`src/rtl/qspi_cmd_sequencer.sv`:
```
// Host-facing 4-bit serial command front end: decodes opcode frames, writes board squares,
// starts the search core and returns status / best-move bytes on sdo.
module qspi_cmd_sequencer #(
    parameter int SYNC_STAGES = 2,
    parameter int SQ_BITS     = 6,
    parameter int PC_BITS     = 4
) (
    input  logic               clk,
    input  logic               rst,
    input  logic               sck,
    input  logic               cs_n,
    input  logic [3:0]         sdi,
    output logic [3:0]         sdo,
    output logic               sdo_oe,
    output logic               brd_we,
    output logic [SQ_BITS-1:0] brd_addr,
    output logic [PC_BITS-1:0] brd_data,
    output logic               core_start,
    input  logic               core_busy,
    input  logic               core_done,
    input  logic [SQ_BITS-1:0] res_from,
    input  logic [SQ_BITS-1:0] res_to
);

    localparam logic [7:0] OP_WR_SQ     = 8'h01;
    localparam logic [7:0] OP_START     = 8'h02;
    localparam logic [7:0] OP_RD_STATUS = 8'h03;
    localparam logic [7:0] OP_RD_RESULT = 8'h04;

    typedef enum logic [1:0] {ST_IDLE, ST_ARG, ST_RESP, ST_DONE} state_t;

    logic [SYNC_STAGES-1:0]      sck_sync_q, cs_sync_q;
    logic [SYNC_STAGES-1:0][3:0] sdi_sync_q;
    logic                        sck_prev_q;
    logic                        sck_s, cs_s, sck_rise, sck_fall;
    logic [3:0]                  sdi_s;

    always_ff @(posedge clk) begin
        if (rst) begin
            sck_sync_q <= '0;
            cs_sync_q  <= '1;
            sdi_sync_q <= '0;
            sck_prev_q <= 1'b0;
        end else begin
            sck_sync_q <= {sck_sync_q[SYNC_STAGES-2:0], sck};
            cs_sync_q  <= {cs_sync_q[SYNC_STAGES-2:0], cs_n};
            sdi_sync_q <= {sdi_sync_q[SYNC_STAGES-2:0], sdi};
            sck_prev_q <= sck_s;
        end
    end

    assign sck_s    = sck_sync_q[SYNC_STAGES-1];
    assign cs_s     = cs_sync_q[SYNC_STAGES-1];
    assign sdi_s    = sdi_sync_q[SYNC_STAGES-1];
    assign sck_rise = sck_s & ~sck_prev_q;
    assign sck_fall = ~sck_s & sck_prev_q;

    state_t               state_q, state_d;
    logic                 nib_q, nib_d;
    logic [3:0]           hi_q, hi_d;
    logic                 arg_cnt_q, arg_cnt_d;
    logic [SQ_BITS-1:0]   addr_q, addr_d;
    logic                 brd_we_q, brd_we_d;
    logic [SQ_BITS-1:0]   brd_addr_q, brd_addr_d;
    logic [PC_BITS-1:0]   brd_data_q, brd_data_d;
    logic                 core_start_q, core_start_d;
    logic                 err_q, err_d;
    logic                 done_q, done_d;
    logic [SQ_BITS-1:0]   res_from_q, res_to_q;
    logic [15:0]          resp_q, resp_d;
    logic [2:0]           left_q, left_d;
    logic                 is_res_q, is_res_d;
    logic [3:0]           sdo_q, sdo_d;
    logic                 byte_done;
    logic [7:0]           byte_val;

    assign byte_val = {hi_q, sdi_s};

    always_ff @(posedge clk) begin
        if (rst) begin
            state_q      <= ST_IDLE;
            nib_q        <= 1'b0;
            hi_q         <= '0;
            arg_cnt_q    <= 1'b0;
            addr_q       <= '0;
            brd_we_q     <= 1'b0;
            brd_addr_q   <= '0;
            brd_data_q   <= '0;
            core_start_q <= 1'b0;
            err_q        <= 1'b0;
            done_q       <= 1'b0;
            res_from_q   <= '0;
            res_to_q     <= '0;
            resp_q       <= '0;
            left_q       <= '0;
            is_res_q     <= 1'b0;
            sdo_q        <= '0;
        end else begin
            state_q      <= state_d;
            nib_q        <= nib_d;
            hi_q         <= hi_d;
            arg_cnt_q    <= arg_cnt_d;
            addr_q       <= addr_d;
            brd_we_q     <= brd_we_d;
            brd_addr_q   <= brd_addr_d;
            brd_data_q   <= brd_data_d;
            core_start_q <= core_start_d;
            err_q        <= err_d;
            done_q       <= done_d;
            resp_q       <= resp_d;
            left_q       <= left_d;
            is_res_q     <= is_res_d;
            sdo_q        <= sdo_d;
            if (core_done) begin
                res_from_q <= res_from;
                res_to_q   <= res_to;
            end
        end
    end

    always_comb begin
        state_d      = state_q;
        nib_d        = nib_q;
        hi_d         = hi_q;
        arg_cnt_d    = arg_cnt_q;
        addr_d       = addr_q;
        brd_we_d     = 1'b0;
        brd_addr_d   = brd_addr_q;
        brd_data_d   = brd_data_q;
        core_start_d = 1'b0;
        err_d        = err_q;
        done_d       = done_q | core_done;
        resp_d       = resp_q;
        left_d       = left_q;
        is_res_d     = is_res_q;
        sdo_d        = sdo_q;
        byte_done    = 1'b0;

        if (cs_s) begin
            // Frame boundary: partial bytes and unfinished arguments are discarded.
            state_d   = ST_IDLE;
            nib_d     = 1'b0;
            arg_cnt_d = 1'b0;
        end else begin
            if (sck_rise && (state_q == ST_IDLE || state_q == ST_ARG)) begin
                if (!nib_q) begin
                    hi_d  = sdi_s;
                    nib_d = 1'b1;
                end else begin
                    nib_d     = 1'b0;
                    byte_done = 1'b1;
                end
            end

            case (state_q)
                ST_IDLE: begin
                    if (byte_done) begin
                        case (byte_val)
                            OP_WR_SQ: begin
                                state_d   = ST_ARG;
                                arg_cnt_d = 1'b0;
                            end
                            OP_START: begin
                                if (!core_busy) core_start_d = 1'b1;
                                else            err_d        = 1'b1;
                                state_d = ST_DONE;
                            end
                            OP_RD_STATUS: begin
                                resp_d   = {5'b0, err_q, done_q, core_busy, 8'h00};
                                left_d   = 3'd2;
                                is_res_d = 1'b0;
                                sdo_d    = 4'h0;
                                state_d  = ST_RESP;
                            end
                            OP_RD_RESULT: begin
                                resp_d   = {8'(res_from_q), 8'(res_to_q)};
                                left_d   = 3'd4;
                                is_res_d = 1'b1;
                                sdo_d    = 4'h0;
                                state_d  = ST_RESP;
                            end
                            default: begin
                                err_d   = 1'b1;
                                state_d = ST_DONE;
                            end
                        endcase
                    end
                end
                ST_ARG: begin
                    if (byte_done) begin
                        if (!arg_cnt_q) begin
                            addr_d    = byte_val[SQ_BITS-1:0];
                            arg_cnt_d = 1'b1;
                        end else begin
                            if (!core_busy) begin
                                brd_we_d   = 1'b1;
                                brd_addr_d = addr_q;
                                brd_data_d = byte_val[PC_BITS-1:0];
                            end else begin
                                err_d = 1'b1;
                            end
                            state_d = ST_DONE;
                        end
                    end
                end
                ST_RESP: begin
                    if (sck_fall && left_q != 3'd0) begin
                        sdo_d  = resp_q[15:12];
                        resp_d = {resp_q[11:0], 4'h0};
                        left_d = left_q - 3'd1;
                    end
                    // The host samples the last nibble on this rise; only then is the read complete.
                    if (sck_rise && left_q == 3'd0) begin
                        state_d = ST_DONE;
                        if (is_res_q) done_d = core_done;
                        else          err_d  = 1'b0;
                    end
                end
                default: ;
            endcase
        end
    end

    assign sdo_oe     = (state_q == ST_RESP) && !cs_s;
    assign sdo        = sdo_oe ? sdo_q : 4'h0;
    assign brd_we     = brd_we_q;
    assign brd_addr   = brd_addr_q;
    assign brd_data   = brd_data_q;
    assign core_start = core_start_q;

endmodule

```
`config.mk`:
```
export PLATFORM = sky130hd
export DESIGN_NAME = qspi_cmd_sequencer
export DESIGN_NICKNAME = d
export VERILOG_FILES = /design/src/rtl/qspi_cmd_sequencer.sv
export SDC_FILE = /design/constraint.sdc
export NUM_CORES = 1
export LEC_CHECK = 0
export ABC_AREA = 1
export CORE_ASPECT_RATIO = 2
export CORE_MARGIN = 5
export CORE_UTILIZATION = 50
export DETAILED_ROUTE_END_ITERATION = 12
export HOLD_SLACK_MARGIN = 0.03
export PLACE_DENSITY = 0.81
export SLEW_MARGIN = 20
export SYNTH_ARGS = -nofsm -noshare
export SYNTH_HDL_FRONTEND = slang
export SYNTH_SLANG_ARGS = --single-unit
```
`constraint.sdc`:
```
create_clock -name clk -period 1.77 [get_ports clk]
set_clock_uncertainty 0.1 [all_clocks]
set_input_delay 0.177 -clock clk [delete_from_list [all_inputs] [get_ports clk]]
set_output_delay 0.177 -clock clk [all_outputs]
set_load 0.02 [all_outputs]
```
# Word-level counts from Yosys, hierarchy flattened

Index checks and enable logic that the tools add are counted.
W data, S select, Z words.

Reduce and logical (&&, ||, !) cells: 27
Eq/ne operators: 16
Muxes and demuxes: 41
Bitwise operators: 13
Add/sub/neg operators: 1

Operators with widths:

| cell                 | count |
|---|---|
| $pmux W16 S2         | 2 |
| $mux W16             | 2 |
| $reduce_and A5 Y1    | 4 |
| $mux W1              | 18 |
| $eq A8 B2 Y1 const B | 2 |
| $mux W4              | 4 |
| $ne A2 B2 Y1 const B | 6 |
| $pmux W3 S2          | 2 |
| $reduce_and A4 Y1    | 3 |
| $not A1 Y1           | 10 |
| $reduce_or A5 Y1     | 2 |
| $eq A8 B1 Y1 const B | 1 |
| $eq A8 B3 Y1 const B | 1 |
| $mux W2              | 4 |
| $pmux W4 S2          | 1 |
| $reduce_and A8 Y1    | 1 |
| $mux W3              | 2 |
| $ne A2 B1 Y1 const B | 3 |
| $pmux W1 S2          | 3 |
| $pmux W2 S3          | 1 |
| $reduce_bool A2 Y1   | 3 |
| $reduce_bool A3 Y1   | 2 |
| $logic_and A1 B1 Y1  | 4 |
| $pmux W2 S2          | 1 |
| other kinds (14)     | 16 |

Input bits: 22
Register bits after elaboration: 77
Output and inout port bits: 17

# Logic depth before layout (Yosys ltp)

Gate-level depths: netlist of the first run.

Depth after elaboration: 7
Mapped depth: 13
Mapped depth without buffers: 12

# Least setup slack after synthesis of the first run

No wires, ideal clock.

Path kind: register to register
Start point: register state_q[0]
End point: register resp_q[14]
Setup slack: -0.085 ns
Buffers on the path: 2
Data required time: 1.555 ns
Clock period less this slack: 1.855 ns
Arrival: 1.640 ns
Stages on the path, launching flop included: 10
Library setup time: 0.115 ns
Cell sequence: dfxtp_1 inv_1 ha_1 buf_2 o21ai_0 a21oi_2 clkbuf_1 nand3_1 nand2_1 nor2_1

Word-level cells in the longest chain between the ends: 7
Elaborated cells between the ends (all ways): 13
Classes of those cells: eq/ne: 5; mux: 3; reduce/logical: 5

Ends and longest elaborated chain:

| item                                                    | RTL line | source |
|---|---|---|
| from (decl)                                             | 58       | `state_t state_q, state_d;` |
| from (signal assigned)                                  | 99       | `state_q <= state_d;` |
| $eq A2 B1 Y1 / $logic_not A2 Y1 (equally long branches) | 145, 155 |  |
| $logic_or A1 B1 Y1                                      | 145      | `if (sck_rise && (state_q == ST_IDLE \|\| state_q == ST_ARG)) begin` |
| $logic_and A1 B1 Y1                                     | 145      |  |
| $mux W1                                                 | 145      |  |
| $mux W1                                                 | 139      | `if (cs_s) begin` |
| $ne A2 B1 Y1 (no line)                                  | --       |  |
| $reduce_and A5 Y1 (no line)                             | --       |  |
| to (signal assigned)                                    | 110      | `resp_q <= resp_d;` |
| to (decl)                                               | 70       | `logic [15:0] resp_q, resp_d;` |

Parallel ways exist; a longest one is shown, timed or not. The select of a mux whose other input is x is not followed.
A chain may end at the register's enable or synchronous reset.

# Worst setup path after layout of the first run

Start point: register state_q[0]
End point: register addr_q[1]

Word-level cells in the longest chain between the ends: 6
Elaborated cells between the ends (all ways): 7
Classes of those cells: eq/ne: 1; mux: 2; reduce/logical: 4

Ends and longest elaborated chain:

| item                                                    | RTL line | source |
|---|---|---|
| $eq A2 B1 Y1 / $logic_not A2 Y1 (equally long branches) | 145, 155 |  |
| $logic_or A1 B1 Y1                                      | 145      |  |
| $logic_and A1 B1 Y1                                     | 145      |  |
| $mux W1                                                 | 145      |  |
| $mux W1                                                 | 139      |  |
| $reduce_and A4 Y1 (no line) *                           | --       |  |
| to (signal assigned)                                    | 103      | `addr_q <= addr_d;` |
| to (decl)                                               | 62       | `logic [SQ_BITS-1:0] addr_q, addr_d;` |

Every way passes the cells marked *; elsewhere a longest branch is shown, timed or not. The select of a mux whose other input is x is not followed.

==> impl_metrics.csv, run 1 <==
group,metric,value,unit
synth,ys_ff_latch,77,
synth,synth.top_cell.area_share,0.469,
critical_path,worstSetupStartpointType,"register",
layout,diodes,0,
synth,synthCells,477,
flow_run,maxCapViolCount,0,
global_routing,overflow,0,
synth,synthesis.nets,505,
layout,finalInstanceArea,0.00431,mm2
global_routing,grt.total_usage,0.179,
clocking,hold_buffers,0,
synth,syn_area_per_cell,6.90,um2
timing,clock.fmax,0.577,GHz
critical_path,worstPathMaxFanout,7,
pwr,p_leak,1.94,nW
layout,area_growth,31.0,%
timing,setup_viol,0,
global_routing,grt_pass1_vias,2573,
clocking,cts.htree.levels,3,
die,die-area,0.00840,mm2
placed_design,dp_cells,604,
placed_design,gp_congestion,0.935,
die,core_area,0.00652,mm2
layout,fillCellCount,597,
clocking,cts-buffers-inserted,9,
die,ios,39,
critical_path,cp-end-kind,"register",
die,num_rows,42,
die,die_w,67.4,um
pwr,power,0.00368,W
clocking,cts_root_buf,"clkbuf_16",
synth,synth_top_area_cell,"dfxtp_1",
die,initial_core_util,0.505,
synth,yosysSeqAreaShare,0.469,
timing,rsz0062_at_grt,"yes",
critical_path,crit_chain,"inv_6 -> ha_4 -> inv_1 -> nand2_2 -> nand2_2 -> nor2_4 -> buf_4 -> nand4_1 -> buf_4 -> o21ai_0 -> nor2_1",
placed_design,dp.final_hpwl,4610,um
detailed_routing,first_pass_iters,4,
layout,drive_gt1_frac,0.117,
critical_path,cp_data_required_time,1.89,ns
synth,synthTopCellsByArea,"dfxtp_1 (47%), nor2_1 (13%), nand2_1 (9.7%)",
global_routing,use_met1,0.217,
detailed_routing,drc_errors,0,
global_routing,antenna_found_initial,0,
die,die_h,125,um
detailed_routing,ant_nets,0,
global_routing,grt_max_degree,57,
layout,stdcell_count,626,
clocking,clkSinkCount,77,
timing,period_share,0.979,
pwr,powerDensity,854,mW/mm2
synth,synth_warnings,0,
clocking,clk_latency,0.33,ns
timing,slew_headroom,0.687,
global_routing,use_met3,0.0578,
timing,tns,0,ns
pwr,ir_drop,705,uV
clocking,cts_tree,"done",
clocking,cts.reportedPaths.clkPinSlew,0.05,ns
critical_path,max_stage_delay,0.37,ns
critical_path,critPathArrivalTime,1.86,ns
layout,fin_util,0.661,
layout,nNetsFinal,562,
global_routing,grt.busiest_layer,"met2",
timing,final_max_slew_viol_count,0,
status,status,"complete, no violations",
placed_design,io_buffer_count,38,
worst_hold_path,hold_class,"in2reg",
detailed_routing,drt-total-wl,7070,um
synth,ys_types,25,
detailed_routing,drtIter0Drc,193,
global_routing,grt_pass1_wl,11500,um
global_routing,use_met2,0.278,
timing,min_period,1.73,ns
timing,worst_pin_slew,0.469,ns
synth,syn_area,0.00329,mm2
detailed_routing,viasPerCell,4.78,
critical_path,r2r_setup_slack,0.04,ns
detailed_routing,wl_per_cell,11.3,um
detailed_routing,num_vias,2992,
critical_path,crit_path_top_delay_cell,"dfxtp_4",
placed_design,dpl-instance-area,0.00390,mm2
critical_path,crit_type,"reg2reg",
timing,hold_violations,0,
clocking,clockBufferDepth,2,
[final cells by class]
type,count,area (um2),share of cell area
clock buffer,14,274,0.0636
clock inverter,1,5.00,0.00116
inverter,69,267,0.0618
multi-input combinational,313,1490,0.346
sequential,77,1550,0.359
tap,88,110,0.0255
timing repair buffer,64,616,0.143
[metrics by stage]
stage	worst slack, ns	hold WS, ns
after detailed placement	-0.0304	0.296
after floorplan	0.00222	0.154
after global routing	-0.0509	0.263
after CTS	0.000779	0.247
after global placement	0.00558	0.289
final	0.0376	0.259
[cell families (layout without fill, tap and decap cells)]
kind of cell,after synthesis,in the layout,share of synthesized area
AND/OR/NAND/NOR,229,230,0.283
buffers and inverters,88,148,0.104
flip-flops,77,77,0.469
AO/OA/AOI/OAI,76,76,0.119
adder cells (fa/ha/maj),6,6,0.0228
XOR/XNOR,1,1,0.00266
[final timing paths]
| check | startpoint | end | cells after the start |
|---|---|---|---|
| min reg2reg | sdi_sync_q[2]$_SDFF_PP0_ | sdi_s[2]$_SDFF_PP0_ | 2 |
| max | state_q[0]$_SDFFE_PP0P_ | addr_q[1]$_SDFFE_PP0P_ | 11 |
| min | sdi[1] | sdi_sync_q[1]$_SDFF_PP0_ | 3 |
| max reg2reg | state_q[0]$_SDFFE_PP0P_ | addr_q[1]$_SDFFE_PP0P_ | 11 |
[state kept, by name, summed over array words and instances (netlist names), 3 cells and up]
register	flops
addr_q	6
brd_addr	6
brd_data	4
hi_q	4
left_q	3
res_from_q	6
res_to_q	6
resp_q	16
sdi_s	4
sdi_sync_q	4
sdo_q	4
[cells in the mapped netlist (all sizes together)]
cell type and number:
nand4 4, inv 69, clkbuf 11, o22ai 1, dfxtp 77, or2 2
o21ai 42, nor2 111, nand3 21, buf 8, xnor2 1, o31ai 1
nor3 2, a21oi 31, ha 6, nor4 1, a21boi 1, nand2 88
[repair_timing]
item / CTS / global route
cloned: 1 / 0
setup endpoints to repair: 20 / 49
pin swaps: 2 / 9
buffers inserted: 2 / 4
resized for setup: 15 / 24
[report_power, final]
group | internal (W) | switching [W] | leakage [nW] | total, W
Clock | 0.00105 | 0.000645 | 0.139 | 0.00170
Sequential | 0.00177 | 0.0000175 | 0.628 | 0.00178
Combinational | 0.0000929 | 0.000106 | 1.18 | 0.000198
Total | 0.00291 | 0.000768 | 1.94 | 0.00368
[layout by cell type, fill, tap and decap left out, drive strengths merged]
cell / instances
or2: 2
clkdlybuf4s15: 4
o21ai: 42
nand2: 89
o31ai: 1
clkdlybuf4s50: 33
nand4: 4
inv: 69
clkinv: 1
nor4: 1
ha: 6
nor3: 2
nor2: 111
xnor2: 1
buf: 26
o22ai: 1
nand3: 21
a21boi: 1
clkbuf: 14
a21oi: 31
dfxtp: 77
dlygate4sd2: 1
[metal layers]
metal	vias up	wire [um]
met3	17	332
met2	68	3480
met4	0	181
met1	1319	3080
li1	1588	-
met5	-	0
[critical path: cells and delay by family, from the launching register on]
kind            cells  cell delay (ns)
buf+inv             4             0.42
simple gates        5             0.41
flops               1             0.37
compound gates      1             0.18
fa+ha+maj           1             0.13
(Power assumes the default switching activity.)
==> run 2: changes to the inputs <==
--- a/config.mk
+++ b/config.mk
@@ -11,7 +11,7 @@
 export CORE_UTILIZATION = 50
 export DETAILED_ROUTE_END_ITERATION = 12
 export HOLD_SLACK_MARGIN = 0.03
-export PLACE_DENSITY = 0.81
+export PLACE_DENSITY = 0.75
 export SLEW_MARGIN = 20
 export SYNTH_ARGS = -nofsm -noshare
 export SYNTH_HDL_FRONTEND = slang
==> impl_metrics.csv, run 2 (synthesis results as in run 1) <==
group,metric,value,unit
placed_design,gp_congestion,0.958,
clocking,clk_latency,0.34,ns
layout,layout_commonest_cell,"nor2_1",
timing,clock.fmax,0.555,GHz
global_routing,overflow,0,
clocking,hold_buffers,0,
detailed_routing,num_vias,3056,
pwr,p_int,0.00317,W
timing,rsz0062_at_grt,"yes",
critical_path,critPathArrivalTime,1.93,ns
clocking,cts.htree.levels,3,
timing,setup_ws,-0.0311,ns
global_routing,grt.total_usage,0.174,
placed_design,dp.final_hpwl,4670,um
detailed_routing,drtIter0Drc,264,
timing,slew_headroom,0.684,
detailed_routing,drc_errors,0,
critical_path,cp-end-kind,"register",
layout,layout_common_cells,"nor2_1 (109), nand2_1 (81), dfxtp_1 (75)",
placed_design,pre_cts_ws,-0.0628,ns
timing,final_max_slew_viol_count,0,
clocking,cts.reportedPaths.clkPinSlew,0.06,ns
die,core_area,0.00652,mm2
global_routing,grt_pass1_wl,11400,um
placed_design,io_buffer_count,38,
die,initial_core_util,0.505,
timing,min_period,1.80,ns
detailed_routing,ant_nets,0,
layout,area_growth,36.4,%
worst_hold_path,hold_class,"in2reg",
layout,nNetsFinal,568,
status,status,"finished with violations",
critical_path,crit_chain,"inv_4 -> ha_4 -> inv_2 -> nand2_2 -> nand2_2 -> nor2_4 -> nand3_4 -> nand2_8 -> nand2_4 -> nor2_1 -> nor2_1",
critical_path,max_stage_delay,0.36,ns
timing,setup_viol,3,
critical_path,crit_type,"reg2reg",
pwr,power_switching_share,0.201,
die,die-area,0.00840,mm2
timing,worst_pin_slew,0.474,ns
critical_path,worstSetupStartpointType,"register",
die,num_rows,42,
pwr,p_leak,2.00,nW
detailed_routing,first_pass_iters,4,
critical_path,worstPathMaxFanout,14,
clocking,cts-buffers-inserted,9,
detailed_routing,drt-total-wl,7420,um
pwr,p_sw,0.000797,W
critical_path,cp_data_required_time,1.90,ns
layout,fillCellCount,615,
clocking,clkSinkCount,77,
clocking,clockBufferDepth,2,
timing,fin_hold_ws,0.257,ns
layout,largest_register_ffs,16,
layout,drive_gt1_frac,0.160,
status,violations,"negative setup slack",
detailed_routing,viasPerCell,4.83,
pwr,pwr-share-comb,0.053,
clocking,cts_tree,"done",
layout,top_register,"resp_q",
detailed_routing,wl_per_cell,11.7,um
pwr,ir_drop,671,uV
pwr,powerDensity,884,mW/mm2
layout,diodes,0,
die,ios,39,
timing,period_share,1.02,
global_routing,antenna_found_initial,0,
global_routing,grt_pass1_vias,2664,
global_routing,grt_max_degree,57,
pwr,seq_power_share,0.449,
critical_path,crit_path_top_delay_cell,"dfxtp_4",
die,die_w,67.4,um
timing,hold_violations,0,
die,die_h,125,um
flow_run,maxCapViolCount,0,
critical_path,cp.buffers_inverters,2,
pwr,power.share.clock,0.498,
critical_path,path_delay_family,"simple AND/OR/NAND/NOR gates",
clocking,cts_root_buf,"clkbuf_16",
==> run 2: worst reg2reg max path, delay by kind of cell, from the launching register on <==
family,cells,cell delay [ns]
and+or+nand+nor,8,0.97
adders and majority gates,1,0.15
DFF,1,0.36
buffers and inverters,2,0.12
==> run 2: area by class of cell <==
| cell class | count | area, um2 | area share |
|---|---|---|---|
| Clock buffer | 12 | 256 | 0.0572 |
| Tap cell | 88 | 110 | 0.0245 |
| Sequential cell | 77 | 1550 | 0.345 |
| Clock inverter | 4 | 70.1 | 0.0156 |
| Multi-Input combinational cell | 313 | 1560 | 0.347 |
| Timing Repair Buffer | 70 | 679 | 0.151 |
| Inverter | 69 | 267 | 0.0594 |
==> run 2: worst paths after layout <==
kind	slack (ns)	from	end	cells past startpoint
worst max register to register	-0.03	state_q[1]$_SDFFE_PP0P_	resp_q[13]$_SDFFE_PP0P_	11
worst max-delay path	-0.03	state_q[1]$_SDFFE_PP0P_	resp_q[13]$_SDFFE_PP0P_	11
worst min register to register	0.30	sdi_sync_q[3]$_SDFF_PP0_	sdi_s[3]$_SDFF_PP0_	2
worst min-delay path	0.26	sdi[2]	sdi_sync_q[2]$_SDFF_PP0_	3
==> run 2: routing by layer <==
metal / GRT usage / wire, um / vias to the layer above
li1: - / - / 1604
met1: 0.214 / 3220 / 1359
met2: 0.265 / 3650 / 76
met3: 0.0469 / 354 / 17
met4: 0.104 / 193 / 0
met5: 0 / 0 / -
==> run 2: stage by stage <==
step | power [W] | std cells | area [um2] | util | setup TNS (ns)
final | 0.00397 | 633 | 4490 | 0.689 | -0.0532
after CTS | 0.00401 | 624 | 4280 | 0.656 | -0.134
after detailed placement | 0.00202 | 607 | 3930 | 0.603 | -0.580
after global routing | 0.00411 | 633 | 4490 | 0.689 | -2.85
after global placement | 0.00202 | 607 | 3930 | 0.603 | -0.00280
after floorplan | 0.00193 | 477 | 3320 | - | 0
==> run 2: what timing repair did <==
action | in CTS | in global routing
endpoints found under the setup margin | 44 | 49
buffers inserted | 1 | 5
endpoints found under the hold margin | 0 | 0
resized for setup | 20 | 42
cloned | 0 | 4
pin swaps | 4 | 9
==> run 2: power groups by stage <==
| stage | clock network, W | registers, W | logic [W] |
|---|---|---|---|
| final | 0.00197 | 0.00178 | 0.000211 |
| after global routing | 0.00209 | 0.00178 | 0.000238 |
| after CTS | 0.00202 | 0.00178 | 0.000202 |
| after detailed placement | 0 | 0.00182 | 0.000199 |
| after global placement | 0 | 0.00182 | 0.000198 |
| after floorplan | 0 | 0.00182 | 0.000108 |
==> run 3: changes to the inputs <==
--- a/config.mk
+++ b/config.mk
@@ -6,7 +6,6 @@
 export NUM_CORES = 1
 export LEC_CHECK = 0
 export ABC_AREA = 1
-export CORE_ASPECT_RATIO = 2
 export CORE_MARGIN = 5
 export CORE_UTILIZATION = 50
 export DETAILED_ROUTE_END_ITERATION = 12
==> impl_metrics.csv, run 3 (synthesis results as in run 1) <==
group,metric,value,unit
worst_hold_path,hold_path_startpoint,"sdi[0]",
layout,largest_register_ffs,16,
critical_path,path_depth,11,
die,die_h,91.1,um
critical_path,worstPathMaxFanout,5,
timing,setup_viol,0,
pwr,p_leak,1.94,nW
layout,layout_commonest_cell,"nor2_1",
timing,clock.fmax,0.571,GHz
critical_path,crit_chain,"inv_4 -> ha_4 -> inv_2 -> nand2_2 -> nand2_2 -> nor2_4 -> nand4_1 -> buf_6 -> clkbuf_16 -> o21ai_2 -> a21oi_1",
timing,final_max_slew_viol_count,0,
critical_path,cp_data_required_time,1.91,ns
pwr,powerDensity,777,mW/mm2
timing,period_share,0.990,
die,ios,39,
status,status,"complete, no violations",
critical_path,crit_type,"reg2reg",
clocking,cts.htree.levels,3,
layout,fin_util,0.700,
critical_path,reg2regPathDepth,11,
critical_path,r2r_setup_slack,0.02,ns
critical_path,cp.buffers_inverters,4,
timing,min_period,1.75,ns
critical_path,cp-end-kind,"register",
layout,layout_common_cells,"nor2_1 (102), nand2_1 (75), dfxtp_1 (75)",
global_routing,grt_max_degree,57,
timing,rsz0062_at_grt,"yes",
detailed_routing,ant_nets,0,
timing,worst_pin_slew,0.459,ns
critical_path,path_delay_family,"simple AND/OR/NAND/NOR gates",
global_routing,grt_pass1_wl,12300,um
worst_hold_path,hold_class,"in2reg",
layout,diodes,0,
critical_path,path_common_cell,"nand2_2",
layout,area_growth,35.9,%
layout,fillCellCount,510,
clocking,hold_buffers,0,
worst_hold_path,whs_path_depth,3,
placed_design,dp_cells,591,
clocking,clkSinkCount,77,
clocking,cts-buffers-inserted,9,
clocking,clk_latency,0.35,ns
detailed_routing,first_pass_iters,4,
layout,stdcell_count,620,
timing,hold_violations,0,
timing,fin_hold_ws,0.238,ns
detailed_routing,drtIter0Drc,148,
detailed_routing,viasPerCell,4.96,
die,num_rows,29,
detailed_routing,num_vias,3073,
placed_design,dpl-instance-area,0.00387,mm2
detailed_routing,drc_errors,0,
clocking,clockBufferDepth,2,
die,core_area,0.00639,mm2
placed_design,io_buffer_count,38,
timing,slew_headroom,0.694,
critical_path,crit_path_top_delay_cell,"dfxtp_4",
clocking,cts_tree,"done",
pwr,ir_drop,638,uV
global_routing,antenna_found_initial,0,
critical_path,reg2reg_from,"state_q[1]$_SDFFE_PP0P_",
critical_path,r2r-end,"brd_addr[5]$_SDFFE_PP0P_",
clocking,cts_root_buf,"clkbuf_8",
layout,finalInstanceArea,0.00447,mm2
die,die_w,91.1,um
flow_run,maxCapViolCount,0,
detailed_routing,drt-total-wl,7650,um
critical_path,critPathArrivalTime,1.90,ns
placed_design,gp_congestion,0.984,
clocking,cts.reportedPaths.clkPinSlew,0.09,ns
global_routing,grt.total_usage,0.180,
worst_hold_path,hold-path-endpoint,"sdi_sync_q[0]$_SDFF_PP0_",
critical_path,worstSetupStartpointType,"register",
layout,drive_gt1_frac,0.199,
layout,nNetsFinal,566,
detailed_routing,wl_per_cell,12.3,um
global_routing,overflow,0,
critical_path,max_stage_delay,0.36,ns
critical_path,startpoint,"state_q[1]$_SDFFE_PP0P_",
placed_design,dp.final_hpwl,4940,um
die,initial_core_util,0.515,
global_routing,grt_pass1_vias,2772,
layout,top_register,"resp_q",
die,die-area,0.00830,mm2
==> run 3: stage by stage <==
step / setup WS (ns) / setup TNS (ns) / power [W]
after floorplan: 0.00222 / 0 / 0.00193
after global placement: 0.0198 / 0 / 0.00202
after detailed placement: -0.0377 / -0.321 / 0.00202
after CTS: 0.000673 / 0 / 0.00348
after global routing: -0.0685 / -1.20 / 0.00362
final: 0.0175 / 0 / 0.00347
==> run 3: worst max path at each step <==
stage	endpoint	slack, ns
after floorplan	resp_q[12]$_SDFFE_PP0P_	0.002
after detailed placement	resp_q[5]$_SDFFE_PP0P_	-0.04
after CTS	sdo_oe	0.0007
after global routing	brd_addr[2]$_SDFFE_PP0P_	-0.07
final	brd_addr[5]$_SDFFE_PP0P_	0.02
after global placement	resp_q[9]$_SDFFE_PP0P_	0.02
==> run 3: report_power, final <==
part           total [W]  internal, W  switching (W)
combinational   0.000211    0.0000966       0.000115
clock            0.00148     0.000807       0.000672
sequential       0.00178      0.00176      0.0000212
total            0.00347      0.00267       0.000808
==> run 3: what timing repair did <==
action,in CTS,in global routing
buffers inserted,3,5
setup endpoints to repair,29,51
cloned,1,4
pin swaps,4,18
resized for setup,17,78
==> run 3: metal layers <==
metal,track usage,share of wire,vias to the layer above
li1,-,-,1593
met1,0.218,0.44,1406
met2,0.301,0.50,68
met3,0.0380,0.045,6
met4,0.0880,0.011,0
met5,0,0,-
==> run 3: area by class of cell <==
class	count	area, um2	share of cell area
clock buffer	10	128	0.0286
clock inverter	6	93.8	0.0210
inverter	69	264	0.0591
multi-input combinational	314	1660	0.371
sequential	77	1550	0.347
tap	77	96.3	0.0216
timing repair buffer	67	678	0.152
==> run 3: worst register-to-register path, cell delays in order, from the launching register on <==
cell       delay (ns)
dfxtp_4          0.36
inv_4            0.08
ha_4             0.14
inv_2            0.04
nand2_2          0.07
nand2_2          0.08
nor2_4           0.19
nand4_1          0.13
buf_6            0.16
clkbuf_16        0.16
o21ai_2          0.11
a21oi_1          0.05
